### src/rtl/shiftreg_universal.sv
// WIDTH-bit universal shift register with word capture on a valid/ready output and sticky overflow.
// Optional feature macro: SHIFTREG_ROTATE_EN adds the rot input (rotate instead of taking sin).
module shiftreg_universal #(
  parameter int unsigned WIDTH = 16
) (
  input  logic             reclk,
  input  logic             rst_n,
  input  logic             en,
  input  logic [1:0]       mode,
  input  logic             sin,
  input  logic [WIDTH-1:0] pin,
`ifdef SHIFTREG_ROTATE_EN
  input  logic             rot,
`endif
  input  logic             pready,
  input  logic             ovf_clr,
  output logic             sout,
  output logic [WIDTH-1:0] q,
  output logic [WIDTH-1:0] pout,
  output logic             pvalid,
  output logic             ovf
);

  typedef enum logic [1:0] {
    MODE_HOLD = 2'b00,
    MODE_SHL  = 2'b01,
    MODE_SHR  = 2'b10,
    MODE_LOAD = 2'b11
  } mode_e;

  localparam int unsigned     CW       = $clog2(WIDTH);
  localparam logic [CW-1:0]   CNT_LAST = CW'(WIDTH - 1);

  mode_e            op;
  logic [CW-1:0]    cnt;
  logic [CW-1:0]    cnt_nxt;
  logic [WIDTH-1:0] q_nxt;
  logic             fill_l;
  logic             fill_r;
  logic             shift;
  logic             done;

  always_comb begin
    op     = mode_e'(mode);
    fill_l = sin;
    fill_r = sin;
`ifdef SHIFTREG_ROTATE_EN
    if (rot) begin
      fill_l = q[WIDTH-1];
      fill_r = q[0];
    end
`endif
    q_nxt   = q;
    cnt_nxt = cnt;
    shift   = 1'b0;
    if (en) begin
      case (op)
        MODE_SHL: begin
          q_nxt = {q[WIDTH-2:0], fill_l};
          shift = 1'b1;
        end
        MODE_SHR: begin
          q_nxt = {fill_r, q[WIDTH-1:1]};
          shift = 1'b1;
        end
        MODE_LOAD: begin
          q_nxt   = pin;
          cnt_nxt = '0;
        end
        default: ;
      endcase
    end
    done = shift && (cnt == CNT_LAST);
    if (shift) begin
      cnt_nxt = done ? '0 : cnt + CW'(1);
    end
  end

  assign sout = (op == MODE_SHL) ? q[WIDTH-1] : q[0];

  // A completing word is captured when the slot is free or being drained this edge;
  // otherwise it is dropped and flagged, with the set taking priority over ovf_clr.
  always_ff @(posedge reclk or negedge rst_n) begin
    if (!rst_n) begin
      q      <= '0;
      cnt    <= '0;
      pout   <= '0;
      pvalid <= 1'b0;
      ovf    <= 1'b0;
    end else begin
      q   <= q_nxt;
      cnt <= cnt_nxt;
      if (done && (!pvalid || pready)) begin
        pout   <= q_nxt;
        pvalid <= 1'b1;
      end else if (pvalid && pready) begin
        pvalid <= 1'b0;
      end
      if (done && pvalid && !pready) begin
        ovf <= 1'b1;
      end else if (ovf_clr) begin
        ovf <= 1'b0;
      end
    end
  end

endmodule

### config.mk
export PLATFORM = sky130hd
export DESIGN_NAME = shiftreg_universal
export DESIGN_NICKNAME = d
export VERILOG_FILES = /design/src/rtl/shiftreg_universal.sv
export SDC_FILE = /design/constraint.sdc
export NUM_CORES = 1
export LEC_CHECK = 0
export BUFFER_PORTS_ARGS = -buffer_cell sky130_fd_sc_hd__buf_2
export CAP_MARGIN = 20
export CELL_PAD_IN_SITES_DETAIL_PLACEMENT = 0
export CELL_PAD_IN_SITES_GLOBAL_PLACEMENT = 2
export CORE_MARGIN = 4
export CORE_UTILIZATION = 30
export DETAILED_ROUTE_END_ITERATION = 7
export PLACE_DENSITY_LB_ADDON = 0.1
export SETUP_SLACK_MARGIN = 0.02
export SLEW_MARGIN = 20
export SYNTH_ARGS = -nofsm -noshare
export SYNTH_HDL_FRONTEND = slang
export SYNTH_SLANG_ARGS = --single-unit
### constraint.sdc
create_clock -name reclk -period 1.95 [get_ports reclk]
set_clock_uncertainty 0.1 [all_clocks]
set_input_delay 0.195 -clock reclk [delete_from_list [all_inputs] [get_ports reclk]]
set_output_delay 0.195 -clock reclk [all_outputs]
set_load 0.02 [all_outputs]
# Yosys cells after proc, flatten, opt, wreduce, memory -nomap -nowiden
# Index checks and enable logic that the tools add are counted.
# classes
multipliers	0
n_lt_le_gt_ge	0
eq_ne	4
n_reduce_logical	14
addsub	1
n_bitwise	0
n_shift	0
muxes	13
div	0
# op_table
cell	n
case mux 16 bit (3 select lines)	1
2-to-1 mux 16 bit	1
2-to-1 mux 4 bit	4
nonzero test 2 bit	4
2-to-1 mux 1 bit	7
logical AND 1 bit	5
adder 4 x 1 -> 4 bit, second input constant	1
equality test 2 bit, second input constant	2
equality test 4 bit, second input constant	1
equality test 2 x 1 -> 1 bit, second input constant	1
logical NOT 1 bit	2
AND reduction 2 bit	1
OR reduction 2 bit	1
logical OR 1 bit	1
# word_totals
rom_bits	0
latch_bits	0
mem_count	0
regBits	38
ram_bits	0
input_bits	24

# Logic depth before layout (Yosys ltp)
# Gate-level depths: netlist (run 1).
# logic_depth
word_depth	8
ltp_mapped	7

# Worst setup path before layout (run 1)
# Ideal clock, no wire load.
# synth_timing
kind	register to register
start	register pvalid
end	register pout[10]
synth_period_minus_slack_ns	1.705
slack_ns	0.245
path_buffers	3
setup_time_ns	0.095
arrival_ns	1.510
stages_incl_launch_ff	7
path_cell_list	dfrtp_1 -> nor2b_1 -> clkbuf_1 -> or3_1 -> buf_6 -> buf_6 -> o31ai_1
# synth_via
elab_chain_cells	3
# synth_lines
item	line_no	rtl
start: declaration	20	output logic pvalid,
start signal: assignment	88	pvalid <= 1'b0;
start signal: assignment	95	pvalid <= 1'b1;
start signal: assignment	97	pvalid <= 1'b0;
logical NOT 1 bit	93	if (done && (!pvalid || pready)) begin
logical OR 1 bit	93	
logical AND 1 bit	93	
end signal: assignment	94	pout <= q_nxt;
end: declaration	19	output logic [WIDTH-1:0] pout,
# Every way passes these cells.
# A chain may end at the register's enable or synchronous reset.

# Worst setup path after layout (run 1)
# layout_timing
start	register cnt[0]
end	register pout[2]
# layout_via
elab_chain_cells	3
# layout_lines
item	line_no	rtl
start: declaration	35	logic [CW-1:0] cnt;
start signal: assignment	92	cnt <= cnt_nxt;
equality test 4 bit	73	done = shift && (cnt == CNT_LAST);
logical AND 1 bit	73	
logical AND 1 bit	93	
# Every way passes these cells.

==> results of run 1 <==
## final timing paths
kind	start	endpoint	depth (start not counted)
max	cnt[0]	pout[2]	5
min	ovf_clr	ovf	3
max reg2reg	cnt[0]	pout[2]	5
min reg2reg	pout[13]	pout[13]	2
max in group asynchronous	rst_n	pout[5]	3
min in group asynchronous	rst_n	pout[1]	3
## cell usage after synthesis
cell,instances
o21ai_0,3
nand3b_1,1
dfrtp_1,38
o211ai_1,1
clkbuf_1,13
a22o_1,2
inv_1,4
nand3_4,1
a32o_1,1
nand3_1,2
nand2_2,1
mux2_2,1
o31ai_1,32
buf_6,2
a22oi_1,16
or3_1,2
nand2_1,19
and3_1,16
ha_1,5
nor2b_1,2
nor2_1,33
or2_2,1
## tightest hold or removal path, delay by kind of cell
family | cells | cell delay (ns)
buffers and inverters | 2 | 0.13
AO/OA/AOI/OAI | 1 | 0.11
## metal layers
metal  vias to the layer above  track usage  part of all wire
li1                        836            -                 -
met1                       826       0.2007              0.45
met2                        57       0.2493              0.47
met3                         5      0.03500             0.069
met4                         0      0.04184             0.010
met5                         -            0                 0
## kinds of logic after synthesis
logic type | synth area share
and+or+nand+nor | 0.1947
AOI/OAI and AO/OA | 0.2172
DFF | 0.5033
buffers and inverters | 0.04569
adders and majority gates | 0.03311
muxes | 0.005960
## report_power, final
group          internal [W]  switching [W]  total, W
Combinational      0.000313       0.000486  0.000798
Clock              0.000383       0.000279  0.000662
Sequential         0.000978       0.000169   0.00115
Total               0.00167       0.000934   0.00261
## state kept, by name, indices dropped and copies added (netlist names)
register	flops
pout	16
ovf	1
q	16
pvalid	1
cnt	4
## metrics by stage
| step | instances | power, W | cell area, sq um |
|---|---|---|---|
| 6_report | 333 | 0.002608 | 2409 |
| 5_1_grt | 333 | 0.002783 | 2409 |
| 4_1_cts | 333 | 0.002643 | 2409 |
| 3_5_place_dp | 324 | 0.001977 | 2292 |
| 3_3_place_gp | 324 | 0.001974 | 2292 |
| 2_1_floorplan | 196 | 0.001643 | 1889 |
## layout make-up
type                            count  area share
Clock buffer                        7     0.03169
Clock inverter                      1     0.01247
Inverter                            4    0.006234
Multi-Input combinational cell    139      0.3548
Sequential cell                    38      0.3948
Tap cell                           75     0.03896
Timing Repair Buffer               69      0.1610
==> flow_summary.toml, run 1 <==
[clocking]
cts_tree = "built"
path_clk_slew_ns = 0.08
clock_latency_ns = 0.29
numCtsBuffers = 5
cts_sinks = 38
root_buffer = "clkbuf_8"
ctsResizeCount = 0
htree_num_levels = 2
cts_setup_buffers = 0
ctsHoldBuffers = 1
cts_buffer_depth = 2

[floorplan]
dieArea_sq_mm = 0.007632
die_width_um = 87.36
io_pins = 59
coreArea_sq_mm = 0.006026
start_util = 0.3135
row_count = 28
dieHeight_um = 87.36

[routing]
drc = 0
num_vias = 1724
first_iter_violations = 45
viasPerCell = 5.177
routedWlPerCell_um = 16.38
drt_wl_total_mm = 5.453
dr.pass1.iters = 4
ant_nets = 0

[grt]
grt_pass1_vias = 1790
grt_max_degree = 39
grt_usage = 0.1521
antenna_found_initial = 0
grt_pass1_wl_mm = 8.983
grt_overflow = 0

[timing]
tns_ns = 0
setup_violations = 0
period_needed_ns = 1.703
rsz0062_at_grt = "no"
hold_violations = 0
fin_crit_sh = 0.8734
slew-limit-headroom = 0.6651
final-max-slew-violation-count = 0
fin_ws_ns = 0.2468
holdWs_ns = 0.09532
worst_pin_slew_ns = 0.5024
max_freq_mhz = 587.1

[setup_path]
crit_required_ns = 2.04
crit_fanout = 16
crit_path_top_delay_cell = "dfrtp_1"
r2r_slack_ns = 0.25
end_kind = "flip-flop"
crit_chain = "ha_1 -> nand3_4 -> or3_1 -> buf_4 -> o31ai_1"
worstPathArrival_ns = 1.80
crit_family = "simple AND/OR/NAND/NOR gates"
crit_type = "reg2reg"
path_buf_inv = 1
crit_path_start_kind = "flip-flop"
crit_path_max_incr_delay_ns = 0.40

[yosys]
syn_avg_cell_area_sq_um = 9.639
synth_area_sq_mm = 0.001889
synth_top_area_frac = 0.5033
synth-seq-area-share = 0.5033
yosys.cell_types.count = 22
ys_ff_latch = 38
netlist_instances = 196
yosys.area.top_type = "dfrtp_1"
ys_top_cells_by_area = "dfrtp_1 (50%), o31ai_1 (13%), nor2_1 (6.6%)"
synthesis.nets = 225
yosys_warnings = 0

[power]
power_density_mw_per_mm2 = 1083
vdd_drop_max_uv = 416.7
leakagePower_nw = 1.176

[placed_design]
gp_congestion = 0.6884
portBuffers = 58
dp_slack_ns = 0.1177
post-dp-hpwl_mm = 3.825

[finish]
seqCellArea_sq_um = 950.9
post-route-util = 0.3997
multi_input_area_sq_um = 854.6
layout_common_cells = "buf_2 (58), dfrtp_1 (38), nor2_1 (33), o31ai_1 (32), nand2_1 (19)"
insertedDiodeCount = 0
syn_to_final_growth_pct = 27.48
drive_gt1_frac = 0.3062
mostFrequentLayoutCell = "buf_2"
nNetsFinal = 286
n_fill_cell = 665

[min_path]
hp-class = "in2reg"

[status]
status = "completed"

[flow_run]
drv_cap = 0
Power figures use the tool's default switching activity.
==> run 2, diff against run 1 <==
--- a/config.mk
+++ b/config.mk
@@ -10,7 +10,8 @@
 export CELL_PAD_IN_SITES_DETAIL_PLACEMENT = 0
 export CELL_PAD_IN_SITES_GLOBAL_PLACEMENT = 2
 export CORE_MARGIN = 4
-export CORE_UTILIZATION = 30
+export CORE_UTILIZATION = 31
+export CTS_BUF_LIST = sky130_fd_sc_hd__clkbuf_4 sky130_fd_sc_hd__clkbuf_8
 export DETAILED_ROUTE_END_ITERATION = 7
 export PLACE_DENSITY_LB_ADDON = 0.1
 export SETUP_SLACK_MARGIN = 0.02
==> flow_summary.toml, run 2 (synthesized netlist as in run 1, its figures left out) <==
[status]
status = "completed"

[placed_design]
post-dp-hpwl_mm = 3.837
placed_cell_area_sq_mm = 0.002295
portBuffers = 58
gp_congestion = 0.6866

[routing]
routedWlPerCell_um = 16.28
dr.pass1.iters = 4
num_vias = 1739
drc = 0
drt_wl_total_mm = 5.453
ant_nets = 0
first_iter_violations = 63
viasPerCell = 5.191

[clocking]
cts_tree = "built"
cts_buffer_depth = 2
clock_latency_ns = 0.29
path_clk_slew_ns = 0.08
root_buffer = "clkbuf_8"
cts_setup_buffers = 0
htree_num_levels = 2
numCtsBuffers = 5
cts_sinks = 38

[timing]
rsz0062_at_grt = "no"
period_needed_ns = 1.712
holdWs_ns = 0.09562
setup_violations = 0
slew-limit-headroom = 0.6717
final-max-slew-violation-count = 0
hold_violations = 0
tns_ns = 0
fin_crit_sh = 0.8778
worst_pin_slew_ns = 0.4924
max_freq_mhz = 584.2

[floorplan]
io_pins = 59
dieArea_sq_mm = 0.007407
die_width_um = 86.07
row_count = 28
dieHeight_um = 86.07
start_util = 0.3191
coreArea_sq_mm = 0.005921

[setup_path]
crit_path_start_kind = "flip-flop"
startpoint = "cnt[0]"
crit_path_max_incr_delay_ns = 0.40
crit_required_ns = 2.05
crit_fanout = 12
path_buf_inv = 1
r2r_start = "cnt[0]"
crit_type = "reg2reg"
crit_chain = "ha_1 -> nand3_4 -> or3_1 -> buf_4 -> o31ai_1"
crit_family = "simple AND/OR/NAND/NOR gates"
end_kind = "flip-flop"
worstPathArrival_ns = 1.81
crit_path_top_delay_cell = "dfrtp_1"

[min_path]
hp-start = "ovf_clr"
hp-class = "in2reg"

[finish]
insertedDiodeCount = 0
largestRegisters = "pout (16), q (16), cnt (4)"
layout_common_cells = "buf_2 (58), dfrtp_1 (38), nor2_1 (33), o31ai_1 (32), nand2_1 (19)"
mostFrequentLayoutCell = "buf_2"
fin_area_sq_mm = 0.002419
post-route-util = 0.4085
drive_gt1_frac = 0.3192
nNetsFinal = 288
n_fill_cell = 634
syn_to_final_growth_pct = 28.01

[power]
vdd_drop_max_uv = 374.6
power_density_mw_per_mm2 = 1089
leakagePower_nw = 1.188

[grt]
grt_usage = 0.1548
antenna_found_initial = 0
grt_overflow = 0
grt_pass1_wl_mm = 9.025
grt_pass1_vias = 1827
grt_max_degree = 39

[flow_run]
drv_cap = 0
-- run 2: cell types whose count changed in the layout (fill, tap and decap cells not counted), sizes merged --
cell and change:
buf +2
-- run 2: power by group --
group / switching [W] / total, W / internal (W)
registers: 0.000170 / 0.00115 / 0.000978
clock network: 0.000281 / 0.000692 / 0.000411
logic: 0.000482 / 0.000793 / 0.000311
-- run 2: layout make-up --
| class | instances | area, sq um | share of cell area |
|---|---|---|---|
| repair buffers | 71 | 390.4 | 0.1614 |
| well taps | 75 | 93.84 | 0.03880 |
| clock inverters | 1 | 30.03 | 0.01242 |
| clock buffers | 7 | 83.83 | 0.03466 |
| inverters | 4 | 15.01 | 0.006208 |
| flip-flops and latches | 38 | 950.9 | 0.3932 |
| multi-input cells | 139 | 854.6 | 0.3533 |
-- run 2: final timing paths --
path	end	slack, ns	cells past startpoint
min in group asynchronous	cnt[2]	0.38	3
hold / removal	ovf	0.1	3
setup reg to reg	pout[2]	0.24	5
max in group asynchronous	pout[8]	1.02	3
setup / recovery	pout[2]	0.24	5
hold reg to reg	pout[12]	0.40	2
-- run 2: through the flow --
step,power (W),setup WS [ns],cells
final,0.002634,0.2383,335
after global routing,0.002804,0.1258,335
after global placement,0.001976,0.2042,326
after CTS,0.002670,0.2186,335
after detailed placement,0.001971,0.1329,326
after floorplan,0.001643,0.2449,196
-- run 2: metal layers --
| metal | wire (um) | GRT usage | vias to the layer above |
|---|---|---|---|
| met5 | 0 | 0 | - |
| met4 | 60 | 0.03885 | 0 |
| met3 | 253 | 0.03170 | 5 |
| met2 | 2670 | 0.2628 | 40 |
| met1 | 2469 | 0.2007 | 854 |
| li1 | - | - | 840 |
-- run 2: worst register-to-register path, cell delays in order, from the launching register on --
cell and delay (ns):
dfrtp_1 0.40, ha_1 0.26, nand3_4 0.08, or3_1 0.38
buf_4 0.20, o31ai_1 0.21
-- run 2: timing repair --
action,in CTS,in global routing
endpoints found under the hold margin,38,0
hold buffers,1,0
gates resized for setup,0,0
